[src/rtl/ac_motor_pkg.sv]
// Shared types and constants for the AC motor vector-drive datapath.
// Duty fields are sized for the widest supported carrier; narrower carriers zero-extend.
package ac_motor_pkg;

   localparam int SECTOR_W     = 3;
   localparam int DUTY_W       = 16;
   localparam int DEADTIME_DEF = 16;

   localparam logic [SECTOR_W-1:0] SEC_0 = 3'd0;
   localparam logic [SECTOR_W-1:0] SEC_1 = 3'd1;
   localparam logic [SECTOR_W-1:0] SEC_2 = 3'd2;
   localparam logic [SECTOR_W-1:0] SEC_3 = 3'd3;
   localparam logic [SECTOR_W-1:0] SEC_4 = 3'd4;
   localparam logic [SECTOR_W-1:0] SEC_5 = 3'd5;

   typedef enum logic {
      DIR_UP,
      DIR_DN
   } dir_e;

   typedef struct packed {
      logic [DUTY_W-1:0] u;
      logic [DUTY_W-1:0] v;
      logic [DUTY_W-1:0] w;
   } ac_motor_duty_t;

endpackage

[src/rtl/ac_motor_svpwm_if.sv]
// Sector/vector-time command in, gate drives and valley strobe out.
interface ac_motor_svpwm_if
   import ac_motor_pkg::*;
#(
   parameter int WIDTH = 12
) ();

   logic                en;
   logic [SECTOR_W-1:0] sector;
   logic [WIDTH-1:0]    sine_pos;
   logic [WIDTH-1:0]    sine_neg;
   logic                u_h, u_l, v_h, v_l, w_h, w_l;
   logic                valley;

   modport master (
      output en, sector, sine_pos, sine_neg,
      input  u_h, u_l, v_h, v_l, w_h, w_l, valley
   );

   modport slave (
      input  en, sector, sine_pos, sine_neg,
      output u_h, u_l, v_h, v_l, w_h, w_l, valley
   );

endinterface

[src/rtl/ac_motor_deadtime.sv]
// Per-phase dead-time inserter: a gate turns on only after the command has held
// its level long enough, and drops the cycle after the command leaves it.
module ac_motor_deadtime #(
   parameter int DEADTIME = 16
) (
   input  logic clk,
   input  logic rst_n,
   input  logic en,
   input  logic cmd,
   output logic h,
   output logic l
);

   localparam logic [7:0] DT = 8'(DEADTIME);

   logic [7:0] cnt;
   logic       cmd_q;
   logic       settled;

   // cnt is the number of earlier cycles cmd has already spent at its present level
   assign settled = (cmd == cmd_q) && (cnt >= DT);

   always_ff @(posedge clk or negedge rst_n) begin
      if (!rst_n) begin
         cnt   <= '0;
         cmd_q <= 1'b0;
         h     <= 1'b0;
         l     <= 1'b0;
      end else if (!en) begin
         cnt   <= '0;
         cmd_q <= 1'b0;
         h     <= 1'b0;
         l     <= 1'b0;
      end else begin
         cmd_q <= cmd;
         if (cmd != cmd_q)
            cnt <= 8'd1;
         else if (cnt < DT)
            cnt <= cnt + 8'd1;
         h <= cmd & settled;
         l <= ~cmd & settled;
      end
   end

endmodule

[src/rtl/ac_motor_svpwm.sv]
// Centre-aligned space-vector PWM: up/down carrier, peak sampling of T1/T2,
// saturation and sector mux into shadow duties, valley handoff, dead-timed gates.
module ac_motor_svpwm
   import ac_motor_pkg::*;
#(
   parameter int WIDTH    = 12,
   parameter int DEADTIME = DEADTIME_DEF
) (
   input logic             clk,
   input logic             rst_n,
   ac_motor_svpwm_if.slave bus
);

   localparam logic [WIDTH-1:0] MAX = {WIDTH{1'b1}};
   localparam logic [WIDTH-1:0] ONE = {{(WIDTH-1){1'b0}}, 1'b1};

   dir_e                dir, dir_nxt;
   logic [WIDTH-1:0]    carrier, carrier_nxt;
   logic                peak, to_valley, calc_vld, valley;
   logic [SECTOR_W-1:0] sec_s;
   logic [WIDTH-1:0]    t1_s, t2_s;
   logic [WIDTH:0]      sum;
   logic                sat;
   logic [WIDTH-1:0]    t2_e, t0, hh, d_all, d_t1, d_t2;
   ac_motor_duty_t      duty_calc, duty_sh, duty_act;
   logic [2:0]          cmd, gate_h, gate_l;

   always_ff @(posedge clk or negedge rst_n) begin
      if (!rst_n) begin
         dir     <= DIR_UP;
         carrier <= '0;
      end else begin
         dir     <= dir_nxt;
         carrier <= carrier_nxt;
      end
   end

   // 0..MAX then MAX-1..1: the valley value 0 and the peak appear once per period
   always_comb begin
      dir_nxt     = dir;
      carrier_nxt = carrier + ONE;
      if (dir == DIR_UP) begin
         if (carrier == MAX) begin
            dir_nxt     = DIR_DN;
            carrier_nxt = carrier - ONE;
         end
      end else begin
         carrier_nxt = carrier - ONE;
         if (carrier == ONE)
            dir_nxt = DIR_UP;
      end
   end

   assign peak      = (dir == DIR_UP) && (carrier == MAX);
   assign to_valley = (dir == DIR_DN) && (carrier == ONE);

   // Over-modulation clips T2 so the active vectors exactly fill the half period
   assign sum   = {1'b0, t1_s} + {1'b0, t2_s};
   assign sat   = sum > {1'b0, MAX};
   assign t2_e  = sat ? (MAX - t1_s) : t2_s;
   assign t0    = sat ? '0 : (MAX - sum[WIDTH-1:0]);
   assign hh    = t0 >> 1;
   assign d_t1  = t1_s + hh;
   assign d_t2  = t2_e + hh;
   assign d_all = t1_s + t2_e + hh;

   always_comb begin
      duty_calc = '0;
      case (sec_s)
         SEC_0: duty_calc = '{u: DUTY_W'(d_all), v: DUTY_W'(d_t2),  w: DUTY_W'(hh)};
         SEC_1: duty_calc = '{u: DUTY_W'(d_t1),  v: DUTY_W'(d_all), w: DUTY_W'(hh)};
         SEC_2: duty_calc = '{u: DUTY_W'(hh),    v: DUTY_W'(d_all), w: DUTY_W'(d_t2)};
         SEC_3: duty_calc = '{u: DUTY_W'(hh),    v: DUTY_W'(d_t1),  w: DUTY_W'(d_all)};
         SEC_4: duty_calc = '{u: DUTY_W'(d_t2),  v: DUTY_W'(hh),    w: DUTY_W'(d_all)};
         SEC_5: duty_calc = '{u: DUTY_W'(d_all), v: DUTY_W'(hh),    w: DUTY_W'(d_t1)};
         default: duty_calc = '0;
      endcase
   end

   always_ff @(posedge clk or negedge rst_n) begin
      if (!rst_n) begin
         sec_s    <= SEC_0;
         t1_s     <= '0;
         t2_s     <= '0;
         calc_vld <= 1'b0;
         duty_sh  <= '0;
         duty_act <= '0;
         valley   <= 1'b0;
      end else begin
         if (peak) begin
            sec_s <= bus.sector;
            t1_s  <= bus.sine_pos;
            t2_s  <= bus.sine_neg;
         end
         calc_vld <= peak;
         if (calc_vld)
            duty_sh <= duty_calc;
         // Loaded on the edge into carrier==0 so the new duty already governs the valley cycle
         if (to_valley)
            duty_act <= duty_sh;
         valley <= to_valley;
      end
   end

   assign cmd[0] = DUTY_W'(carrier) < duty_act.u;
   assign cmd[1] = DUTY_W'(carrier) < duty_act.v;
   assign cmd[2] = DUTY_W'(carrier) < duty_act.w;

   for (genvar i = 0; i < 3; i++) begin : g_ph
      ac_motor_deadtime #(
         .DEADTIME (DEADTIME)
      ) u_dt (
         .clk   (clk),
         .rst_n (rst_n),
         .en    (bus.en),
         .cmd   (cmd[i]),
         .h     (gate_h[i]),
         .l     (gate_l[i])
      );
   end

   assign bus.u_h    = gate_h[0];
   assign bus.u_l    = gate_l[0];
   assign bus.v_h    = gate_h[1];
   assign bus.v_l    = gate_l[1];
   assign bus.w_h    = gate_h[2];
   assign bus.w_l    = gate_l[2];
   assign bus.valley = valley;

endmodule

[src/flat_wrapper.sv]
// flat-port wrapper written by rule: the top's interface ports become plain ports
module ac_motor_svpwm_flat import ac_motor_pkg::*;
#(
   parameter int WIDTH    = 12,
   parameter int DEADTIME = DEADTIME_DEF
)
  (clk, rst_n, bus_en, bus_sector, bus_sine_pos, bus_sine_neg, bus_u_h, bus_u_l, bus_v_h, bus_v_l, bus_w_h, bus_w_l, bus_valley);
  ac_motor_svpwm_if #(.WIDTH(WIDTH)) bus_i ();
  input logic clk;
  input logic rst_n;
  input wire logic [$bits(bus_i.en)-1:0] bus_en;
  input wire logic [$bits(bus_i.sector)-1:0] bus_sector;
  input wire logic [$bits(bus_i.sine_pos)-1:0] bus_sine_pos;
  input wire logic [$bits(bus_i.sine_neg)-1:0] bus_sine_neg;
  output wire logic [$bits(bus_i.u_h)-1:0] bus_u_h;
  output wire logic [$bits(bus_i.u_l)-1:0] bus_u_l;
  output wire logic [$bits(bus_i.v_h)-1:0] bus_v_h;
  output wire logic [$bits(bus_i.v_l)-1:0] bus_v_l;
  output wire logic [$bits(bus_i.w_h)-1:0] bus_w_h;
  output wire logic [$bits(bus_i.w_l)-1:0] bus_w_l;
  output wire logic [$bits(bus_i.valley)-1:0] bus_valley;
  assign bus_i.en = bus_en;
  assign bus_i.sector = bus_sector;
  assign bus_i.sine_pos = bus_sine_pos;
  assign bus_i.sine_neg = bus_sine_neg;
  assign bus_u_h = bus_i.u_h;
  assign bus_u_l = bus_i.u_l;
  assign bus_v_h = bus_i.v_h;
  assign bus_v_l = bus_i.v_l;
  assign bus_w_h = bus_i.w_h;
  assign bus_w_l = bus_i.w_l;
  assign bus_valley = bus_i.valley;
  ac_motor_svpwm #(.WIDTH(WIDTH), .DEADTIME(DEADTIME)) u_core (.clk(clk), .rst_n(rst_n), .bus(bus_i));
endmodule
[config.mk]
export PLATFORM = sky130hd
export DESIGN_NAME = ac_motor_svpwm_flat
export DESIGN_NICKNAME = d
export VERILOG_FILES = /design/src/rtl/ac_motor_pkg.sv /design/src/rtl/ac_motor_svpwm_if.sv /design/src/rtl/ac_motor_deadtime.sv /design/src/rtl/ac_motor_svpwm.sv /design/src/flat_wrapper.sv
export SDC_FILE = /design/constraint.sdc
export NUM_CORES = 1
export LEC_CHECK = 0
export CORE_MARGIN = 10
export CORE_UTILIZATION = 57
export DETAILED_ROUTE_END_ITERATION = 12
export HOLD_SLACK_MARGIN = 0.02
export PLACE_DENSITY_LB_ADDON = 0.08
export RECOVER_POWER = 100
export SYNTH_ARGS = -nofsm -noshare
export SYNTH_HDL_FRONTEND = slang
export SYNTH_SLANG_ARGS = --single-unit
[constraint.sdc]
create_clock -name clk -period 5.4 [get_ports clk]
set_clock_uncertainty 0.15 [all_clocks]
set_input_delay 1.08 -clock clk [delete_from_list [all_inputs] [get_ports clk]]
set_output_delay 1.08 -clock clk [all_outputs]
set_load 0.01 [all_outputs]
==> metrics.yaml, run 1 <==
run_status:
  status: "finished, violations left"
  violations: "capacitance limit, slew limit"
clocking:
  clkSlewWorstSetupHoldPaths_ns: 0.07
  cts_tree: "yes"
  cts_buffers: 17
  clockBufferDepth: 2
  cts.sinks: 147
  clock_latency_ns: 0.43
  root_buffer: "clkbuf_16"
  htree_num_levels: 4
placement:
  place_hpwl_mm: 17.8
  place_congestion: 0.947
  placed_area_um2: 11100
  portBuffers: 36
  dp_slack_ns: 0.0158
sta:
  worst_pin_slew_ns: 3.01
  fmax_ghz: 0.194
  setup_slack_ns: 0.240
  drv_slew: 98
  period_share: 0.956
  fin_crit_ns: 5.16
  timing.hold.ws_ns: 0.331
  hold_viol: 0
  setup_viol: 0
  max_slew_margin: -1.01
  rsz0062_at_grt: "false"
  finalSetupTns_ns: 0
synth:
  synth-main-ff-cell: "dfrtp_1"
  synth_edf_count: 0
  async_flop_share: 1.00
  yosys_warnings: 0
  syn_inst: 1187
  netlist_area_um2: 10400
  avgSynthCellArea_um2: 8.77
  synth_area_leaders: "dfrtp_1 (35%), ha_1 (10%), o21ai_0 (4.6%)"
  synth_seq_area_share: 0.353
  synth_top_area_frac: 0.353
  synth_top_area_cell: "dfrtp_1"
  synth.net_count: 1318
  synth.distinct_cells: 67
  synth-seq-cells: 147
floorplan:
  fp.dieArea_um2: 24100
  fp.dieH_um: 155
  chipWidth_um: 155
  rows: 49
  core_um2: 18000
  start_util: 0.580
  pin_count: 37
setup_path:
  worstSetupPathType: "register to register"
  crit_required_ns: 5.54
  endpoint_kind: "register"
  slowest_stage: "or4b_4"
  cp-start-kind: "register"
  critPathArrivalTime_ns: 5.30
  cp_cell_sequence: "ha_1, fa_2, a211oi_2, nor4_1, or4b_4, nand2_4, a21o_1, inv_1, fa_1, inv_1, ha_1, fa_2, a21o_1, a211oi_2, buf_4, o21ai_1, a31o_2, a21oi_2, xnor2_2, mux2i_2, o221ai_1"
  r2r-start: "u_core.t2_s[0]"
  critical_path.startpoint: "u_core.t2_s[0]"
  cp_max_fo: 5
  slowest_delay_ns: 0.55
routing:
  route.detailed.drc: 0
  antenna_left: 0
  vias: 8407
  routed_wl_mm: 24.0
  post_drt_wl_per_cell_um: 16.3
  first_pass_iters: 5
  dr.first_iter.drc_count: 542
  avgViaCountPerCell: 5.72
layout:
  n_antenna_cell: 0
  final_cell_area_um2: 11800
  layout-drive-gt1-share: 0.0982
  area_growth_pct: 13.0
  fill_cells: 1512
  nets: 1360
global_routing:
  grt_use_met3: 0.0361
  grt_pass1_wl_mm: 40.6
  grt_overflow: 0
  grt_util_all_layers: 0.202
  grt_pass1_vias: 8186
  grt_use_met1: 0.270
  antenna_found_initial: 0
  grt_util_met2: 0.329
  grt-busiest-layer: "met2"
  grt_max_degree: 60
run:
  maxCapViolCount: 2
power_and_ir_drop:
  p_leak_uw: 0.00547
  irDropWorstVdd_uv: 216
  finalPower_uw: 2310
  power_density_nw_per_um2: 196
hold_path:
  hp-class: "register to register"
  worstHoldStart: "u_core.duty_sh[4]"
[power by group]
group / internal [µW] / switching (µW) / total (µW)
sequential: 1110 / 5.90 / 1110
combinational: 29.6 / 41.7 / 71.3
clock: 608 / 517 / 1120
[critical path, delay by kind of cell (launching register included)]
family	cells	cell delay [ns]
AOI/OAI and AO/OA	8	1.53
muxes	1	0.22
adders and majority gates	5	1.66
and+or+nand+nor	3	0.74
buffers and inverters	3	0.24
xor gates and xnor gates	1	0.11
DFF	1	0.38
[sequential cells by signal, indices dropped and copies added, names as in the netlist]
register and count:
u_core.bus.valley 1, u_core.calc_vld 1, u_core.carrier 12, u_core.dir 1, u_core.duty_act 36, u_core.duty_sh 36
u_core.g_ph.u_dt.cmd_q 3, u_core.g_ph.u_dt.cnt 24, u_core.g_ph.u_dt.h 3, u_core.g_ph.u_dt.l 3, u_core.sec_s 3, u_core.t1_s 12
u_core.t2_s 12
[cells in the mapped netlist (4+ instances only)]
cell      count
a211oi_1     11
a21o_1       36
a21oi_1      68
a31oi_1      14
and2_1        6
and3_1       11
and4b_1       4
buf_2        14
clkbuf_1     34
dfrtp_1     147
fa_1         15
ha_1         86
inv_1       115
mux2_2       22
mux2i_1      33
nand2_1     120
nand2b_1     11
nand3_1      43
nand3b_1     13
nand4_1       8
nor2_1       70
nor2b_1      12
nor3_1       29
nor3b_1       4
nor4_1        8
o211ai_1     15
o21a_1        4
o21ai_0      95
o21bai_1      8
o221ai_1      7
or2_2         4
or3_1         9
xnor2_1      38
xor2_1       14
[layout by cell type, fill, tap and decap left out, types with 28 or more instances in the layout]
master / Yosys / final
nand3_1: 43 / 43
dfrtp_1: 147 / 147
nand2_1: 120 / 117
mux2i_1: 33 / 31
nor3_1: 29 / 30
buf_4: 1 / 31
ha_1: 86 / 84
inv_1: 115 / 115
a21oi_1: 68 / 65
nor2_1: 70 / 71
a21o_1: 36 / 36
o21ai_0: 95 / 92
xnor2_1: 38 / 37
clkdlybuf4s50_1: 0 / 28
[through the flow]
step	cells	utilization
2_1_floorplan	1187	-
3_3_place_gp	1437	0.619
3_5_place_dp	1437	0.619
4_1_cts	1469	0.651
5_1_grt	1471	0.655
6_report	1471	0.655
[path summary, 6_finish.rpt]
kind	end	slack, ns	depth (start not counted)
worst max-delay path	u_core.duty_sh[11]	0.24	21
max in group asynchronous	u_core.t1_s[3]	1.21	2
worst min-delay path	u_core.duty_sh[4]	0.33	1
worst min register to register	u_core.duty_sh[4]	0.33	1
min in group asynchronous	u_core.duty_act[35]	1.48	1
worst max register to register	u_core.duty_sh[11]	0.24	21
[timing repair]
action	in CTS	in global routing
pin swaps	0	3
hold buffers	0	0
resized for setup	1	26
buffers inserted	0	2
setup endpoints to repair	1	17
[routing by layer]
| layer | wire length [µm] | share of wire |
|---|---|---|
| met5 | 0 | 0 |
| met4 | 377 | 0.016 |
| met3 | 733 | 0.031 |
| met2 | 11300 | 0.47 |
| met1 | 11500 | 0.48 |
[kinds of logic after synthesis]
family / after synthesis / share of synthesized area
and+or+nand+nor: 367 / 0.174
AOI/OAI and AO/OA: 296 / 0.178
buffers and inverters: 169 / 0.0637
DFF: 147 / 0.353
adders and majority gates: 101 / 0.132
muxes: 55 / 0.0555
xor gates and xnor gates: 52 / 0.0437
[cell type report]
type,count,area [µm²],share of cell area
clock buffer,17,425,0.0362
timing repair buffer,76,656,0.0557
multi-input combinational,871,6150,0.523
sequential,147,3680,0.313
inverter,116,435,0.0370
clock inverter,15,136,0.0116
tap,229,287,0.0244
(Power assumes the default switching activity.)
==> run 2, diff against run 1 <==
--- a/config.mk
+++ b/config.mk
@@ -6,7 +6,8 @@
 export NUM_CORES = 1
 export LEC_CHECK = 0
 export CORE_MARGIN = 10
-export CORE_UTILIZATION = 57
+export CORE_UTILIZATION = 58
+export CTS_BUF_LIST = sky130_fd_sc_hd__clkbuf_8
 export DETAILED_ROUTE_END_ITERATION = 12
 export HOLD_SLACK_MARGIN = 0.02
 export PLACE_DENSITY_LB_ADDON = 0.08
==> run 2 against run 1 <==
  * The run still ends with capacitance limit, slew limit left
  * Sequential power about the same
  * Sequential share of layout area grew 0.58 points
  * Global-route usage down 0.15 points
  * Utilization is 0.59 points higher
  * Flip-flop and latch count did not move
  * Maximum frequency decreased by 0.97%
  * Non-clock buffer count shrank 1
  * Die area shrank 1.5%
  * Final cell count shrank 0.34%
  * First-iteration DRC count grew 8.1%
  * Total power fell by 9.9%
  * Count of clock-buffer cells in the layout increased by 1
  * Critical endpoint is now u_core.duty_sh[27]
==> metrics.yaml, run 2 (synthesized netlist as in run 1, its figures left out) <==
setup_path:
  r2r_slack_ns: 0.19
  cp-start-kind: "register"
  cp_max_fo: 5
  endpoint_kind: "register"
  crit_required_ns: 5.58
  worstSetupPathType: "register to register"
  critPathArrivalTime_ns: 5.39
routing:
  routed_wl_mm: 23.6
  antenna_left: 0
  post_drt_wl_per_cell_um: 16.1
  vias: 8419
  first_pass_iters: 5
  dr.first_iter.drc_count: 586
  avgViaCountPerCell: 5.74
  route.detailed.drc: 0
global_routing:
  grt_pass1_vias: 8152
  antenna_found_initial: 0
  grt_max_degree: 65
  grt_util_all_layers: 0.201
  grt_pass1_wl_mm: 40.3
  grt_overflow: 0
placement:
  portBuffers: 36
  place_congestion: 0.961
  place_hpwl_mm: 17.5
  dp.cells: 1434
power_and_ir_drop:
  irDropWorstVdd_uv: 169
  p_leak_uw: 0.00538
  power_density_nw_per_um2: 180
sta:
  period_share: 0.965
  setup_viol: 0
  worst_pin_slew_ns: 3.57
  drv_slew: 128
  hold_viol: 0
  max_slew_margin: -1.38
  fmax_ghz: 0.192
  fin_crit_ns: 5.21
layout:
  reg.largest.list: "u_core.duty_act (36), u_core.duty_sh (36), u_core.g_ph.u_dt.cnt (24)"
  utilization: 0.661
  most-common-layout-cells: "dfrtp_1 (147), nand2_1 (119), inv_1 (115)"
  final_common_cell: "dfrtp_1"
  area_growth_pct: 10.9
  fill_cells: 1462
  nets: 1359
  ff_latch_area_um2: 3680
  layout-drive-gt1-share: 0.0894
  multiInputGateArea_um2: 6110
  n_antenna_cell: 0
  final_cells: 1466
floorplan:
  fp.dieH_um: 154
  start_util: 0.596
  fp.dieArea_um2: 23700
  chipWidth_um: 154
  rows: 48
  core_um2: 17500
  pin_count: 37
run:
  maxCapViolCount: 3
run_status:
  violations: "capacitance limit, slew limit"
  status: "finished, violations left"
clocking:
  clock_latency_ns: 0.46
  post-cts-setup-buffers: 0
  root_buffer: "clkbuf_8"
  cts_tree: "yes"
  clkSlewWorstSetupHoldPaths_ns: 0.10
  cts.sinks: 147
  postCtsHoldBufs: 0
  cts_buffers: 17
  htree_num_levels: 4
  clockBufferDepth: 2
hold_path:
  hp-class: "register to register"
-- run 2: report_power, final --
group / internal, µW / switching [µW]
combinational: 29.5 / 41.6
clock: 402 / 497
sequential: 1110 / 5.73
-- run 2: area by class of cell --
class / count / area share
Tap cell: 225 / 0.0244
Clock buffer: 18 / 0.0214
Sequential cell: 147 / 0.318
Inverter: 116 / 0.0377
Multi-Input combinational cell: 871 / 0.529
Timing Repair Buffer: 75 / 0.0552
Clock inverter: 14 / 0.0141
-- run 2: critical path: stages, from the launching register on --
cell and delay [ns]:
dfrtp_1 0.39, ha_1 0.23, fa_2 0.36, a211oi_2 0.27, nor4_1 0.10, or4b_4 0.53, nand2_4 0.11, a21o_1 0.14
inv_1 0.05, fa_1 0.47, inv_1 0.04, ha_1 0.22, fa_2 0.36, a21o_1 0.20, a211oi_1 0.23, buf_4 0.15
o21ai_1 0.10, a31o_2 0.29, a21oi_2 0.18, xnor2_2 0.10, mux2i_2 0.22, o221ai_1 0.16
-- run 2: path summary, 6_finish.rpt --
check / start / end / depth (start not counted)
setup / recovery: u_core.t2_s[0] / u_core.duty_sh[27] / 21
hold / removal: u_core.duty_sh[23] / u_core.duty_act[23] / 2
setup reg to reg: u_core.t2_s[0] / u_core.duty_sh[27] / 21
hold reg to reg: u_core.duty_sh[23] / u_core.duty_act[23] / 2
max in group asynchronous: rst_n / u_core.g_ph[2].u_dt.cnt[1] / 2
min in group asynchronous: rst_n / u_core.carrier[8] / 1
-- run 2: what timing repair did --
action / 4_1_cts / 5_1_grt
pin swaps: 0 / 4
resized for setup: 1 / 15
endpoints found under the setup margin: 3 / 15
-- run 2: metrics by stage --
step           hold WS, ns  TNS [ns]  cell area [µm²]  total power [µW]  worst slack, ns
2_1_floorplan        0.292         0            10400              1160          0.00590
3_3_place_gp         0.310         0            11100              1210            0.134
3_5_place_dp         0.316         0            11100              1210           0.0116
4_1_cts              0.335         0            11500              2100          0.00572
5_1_grt              0.354   -0.0521            11600              2160          -0.0310
6_report             0.335         0            11600              2080            0.189
-- run 2: layer usage --
| metal | vias up | track usage | wire length (µm) |
|---|---|---|---|
| met5 | - | 0 | 0 |
| met4 | 0 | 0.0639 | 480 |
| met3 | 28 | 0.0293 | 842 |
| met2 | 177 | 0.319 | 10800 |
| met1 | 3954 | 0.275 | 11500 |
| li1 | 4260 | - | - |
==> run 3, diff against run 2 <==
--- a/config.mk
+++ b/config.mk
@@ -9,6 +9,7 @@
 export CORE_UTILIZATION = 58
 export CTS_BUF_LIST = sky130_fd_sc_hd__clkbuf_8
 export DETAILED_ROUTE_END_ITERATION = 12
+export GPL_TIMING_DRIVEN = 0
 export HOLD_SLACK_MARGIN = 0.02
 export PLACE_DENSITY_LB_ADDON = 0.08
 export RECOVER_POWER = 100
==> run 3 against run 2 <==
  * Setup slack lost 0.21 ns
  * Final area grew 3.3%
  * The run ends with capacitance limit, slew limit, setup timing left
  * Clock power shrank 5.6%
  * Highest routed layer unchanged
  * Worst hold slack gained 0.0058 ns
  * Combinational power grew 5.8%
  * Global-route usage grew 2.8 points
==> metrics.yaml, run 3 (synthesized netlist as in run 1, its figures left out) <==
run_status:
  status: "finished, violations left"
  violations: "capacitance limit, slew limit, setup timing"
placement:
  dp.cells: 1449
  place_hpwl_mm: 20.2
  place_congestion: 0.932
  portBuffers: 36
sta:
  period_share: 1.00
  setup_slack_ns: -0.0210
  fmax_ghz: 0.184
  max_slew_margin: -1.48
  finalSetupTns_ns: -0.0210
  rsz0062_at_grt: "true"
  worst_pin_slew_ns: 3.72
  fin_crit_ns: 5.42
  hold_viol: 0
  drv_slew: 68
  setup_viol: 1
power_and_ir_drop:
  p_leak_uw: 0.00542
  irDropWorstVdd_uv: 145
  power_density_nw_per_um2: 171
floorplan:
  core_um2: 17500
  start_util: 0.596
  rows: 48
  fp.dieH_um: 154
  chipWidth_um: 154
  fp.dieArea_um2: 23700
  pin_count: 37
clocking:
  root_buffer: "clkbuf_8"
  postCtsHoldBufs: 0
  clock_latency_ns: 0.46
  cts.sinks: 147
  clkSlewWorstSetupHoldPaths_ns: 0.09
  cts_buffers: 17
  htree_num_levels: 4
  clockBufferDepth: 2
  cts_tree: "yes"
setup_path:
  critPathArrivalTime_ns: 5.58
  cp_num_buf_inv: 5
  endpoint_kind: "register"
  worstSetupPathType: "register to register"
  slowest_stage: "or4b_4"
  slowest_delay_ns: 0.58
  critPathTopFamily: "compound AO/OA/AOI/OAI gates"
  cp_cell_sequence: "ha_4, fa_2, a211oi_4, nor4_4, or4b_4, nand2_8, buf_8, buf_8, a21o_1, inv_2, fa_1, inv_2, ha_4, fa_2, a21o_1, a211oi_4, o21ai_2, a31o_2, a21oi_2, xnor2_2, buf_4, o2111ai_2, o221ai_1"
  cp_max_fo: 3
  crit_required_ns: 5.56
  cp-start-kind: "register"
hold_path:
  hp-class: "register to register"
routing:
  post_drt_wl_per_cell_um: 18.2
  route.detailed.drc: 0
  avgViaCountPerCell: 5.90
  routed_wl_mm: 27.3
  vias: 8868
  antenna_left: 0
  first_pass_iters: 5
  dr.first_iter.drc_count: 776
global_routing:
  grt_overflow: 0
  grt_max_degree: 81
  grt_pass1_vias: 8696
  grt_util_all_layers: 0.228
  grt_pass1_wl_mm: 44.8
  antenna_found_initial: 0
layout:
  final_common_cell: "dfrtp_1"
  area_growth_pct: 14.6
  multiInputGateArea_um2: 6340
  utilization: 0.683
  layout-drive-gt1-share: 0.107
  nets: 1397
  n_antenna_cell: 0
  reg.largest.list: "u_core.duty_act (36), u_core.duty_sh (36), u_core.g_ph.u_dt.cnt (24)"
  fill_cells: 1430
  final_cells: 1504
  ff_latch_area_um2: 3680
  most-common-layout-cells: "dfrtp_1 (147), nand2_1 (119), inv_1 (109)"
run:
  maxCapViolCount: 1
run 3: changes by cell type in the layout (fill, tap and decap cells not counted), sizes merged:
cell / change
buf: -1
dlygate4sd3: -1
clkdlybuf4s50: +1
clkinv: -1
inv: -5
clkinvlp: +4
clkbuf: +42
bufinv: -1
run 3: layer usage:
layer  track usage  part of all wire  up-vias
li1              -                 -     4321
met1         0.291              0.44     4244
met2         0.383              0.48      255
met3        0.0410             0.044       48
met4        0.0724             0.028        0
met5             0                 0        -
run 3: path summary, 6_finish.rpt:
kind | start | endpoint | slack (ns) | cells after the start
worst min-delay path | u_core.duty_sh[3] | u_core.duty_act[3] | 0.34 | 2
worst max-delay path | u_core.t1_s[0] | u_core.duty_sh[11] | -0.02 | 23
worst min register to register | u_core.duty_sh[3] | u_core.duty_act[3] | 0.34 | 2
worst max register to register | u_core.t1_s[0] | u_core.duty_sh[11] | -0.02 | 23
min in group asynchronous | rst_n | u_core.carrier[1] | 1.74 | 1
max in group asynchronous | rst_n | u_core.g_ph[2].u_dt.cnt[4] | 1.24 | 1
run 3: repair_timing:
item | in CTS | in global routing
cloned | 0 | 0
pin swaps | 18 | 29
setup endpoints to repair | 24 | 20
gates resized for setup | 36 | 36
setup buffers | 13 | 10
run 3: metrics by stage:
| stage | setup WS, ns | hold WS, ns | total power, µW | cell area [µm²] |
|---|---|---|---|---|
| after floorplan | 0.00590 | 0.292 | 1160 | 10400 |
| after global placement | -2.99 | 0.316 | 1210 | 11100 |
| after detailed placement | -0.885 | 0.312 | 1210 | 11100 |
| after CTS | -0.0472 | 0.338 | 2050 | 11700 |
| after global routing | -0.204 | 0.361 | 2110 | 11900 |
| final | -0.0210 | 0.341 | 2030 | 11900 |
run 3: final cells by class:
class | instances | area share
timing repair buffer | 60 | 0.0474
buffer | 53 | 0.0203
sequential | 147 | 0.308
multi-input combinational | 871 | 0.532
inverter | 116 | 0.0365
tap | 225 | 0.0236
clock inverter | 11 | 0.00787
clock buffer | 21 | 0.0242
run 3: tightest hold or removal path, delay by kind of cell, from the launching register on:
kind	cells	cell delay, ns
flops	1	0.35
compound gates	1	0.06
simple gates	1	0.05
run 3: report_power, final:
part           switching [µW]  leakage (µW)  internal, µW  total [µW]
Combinational            43.4       0.00328          31.8        75.2
Sequential               5.52       0.00196          1110        1110
Clock                     472      0.000184           376         849
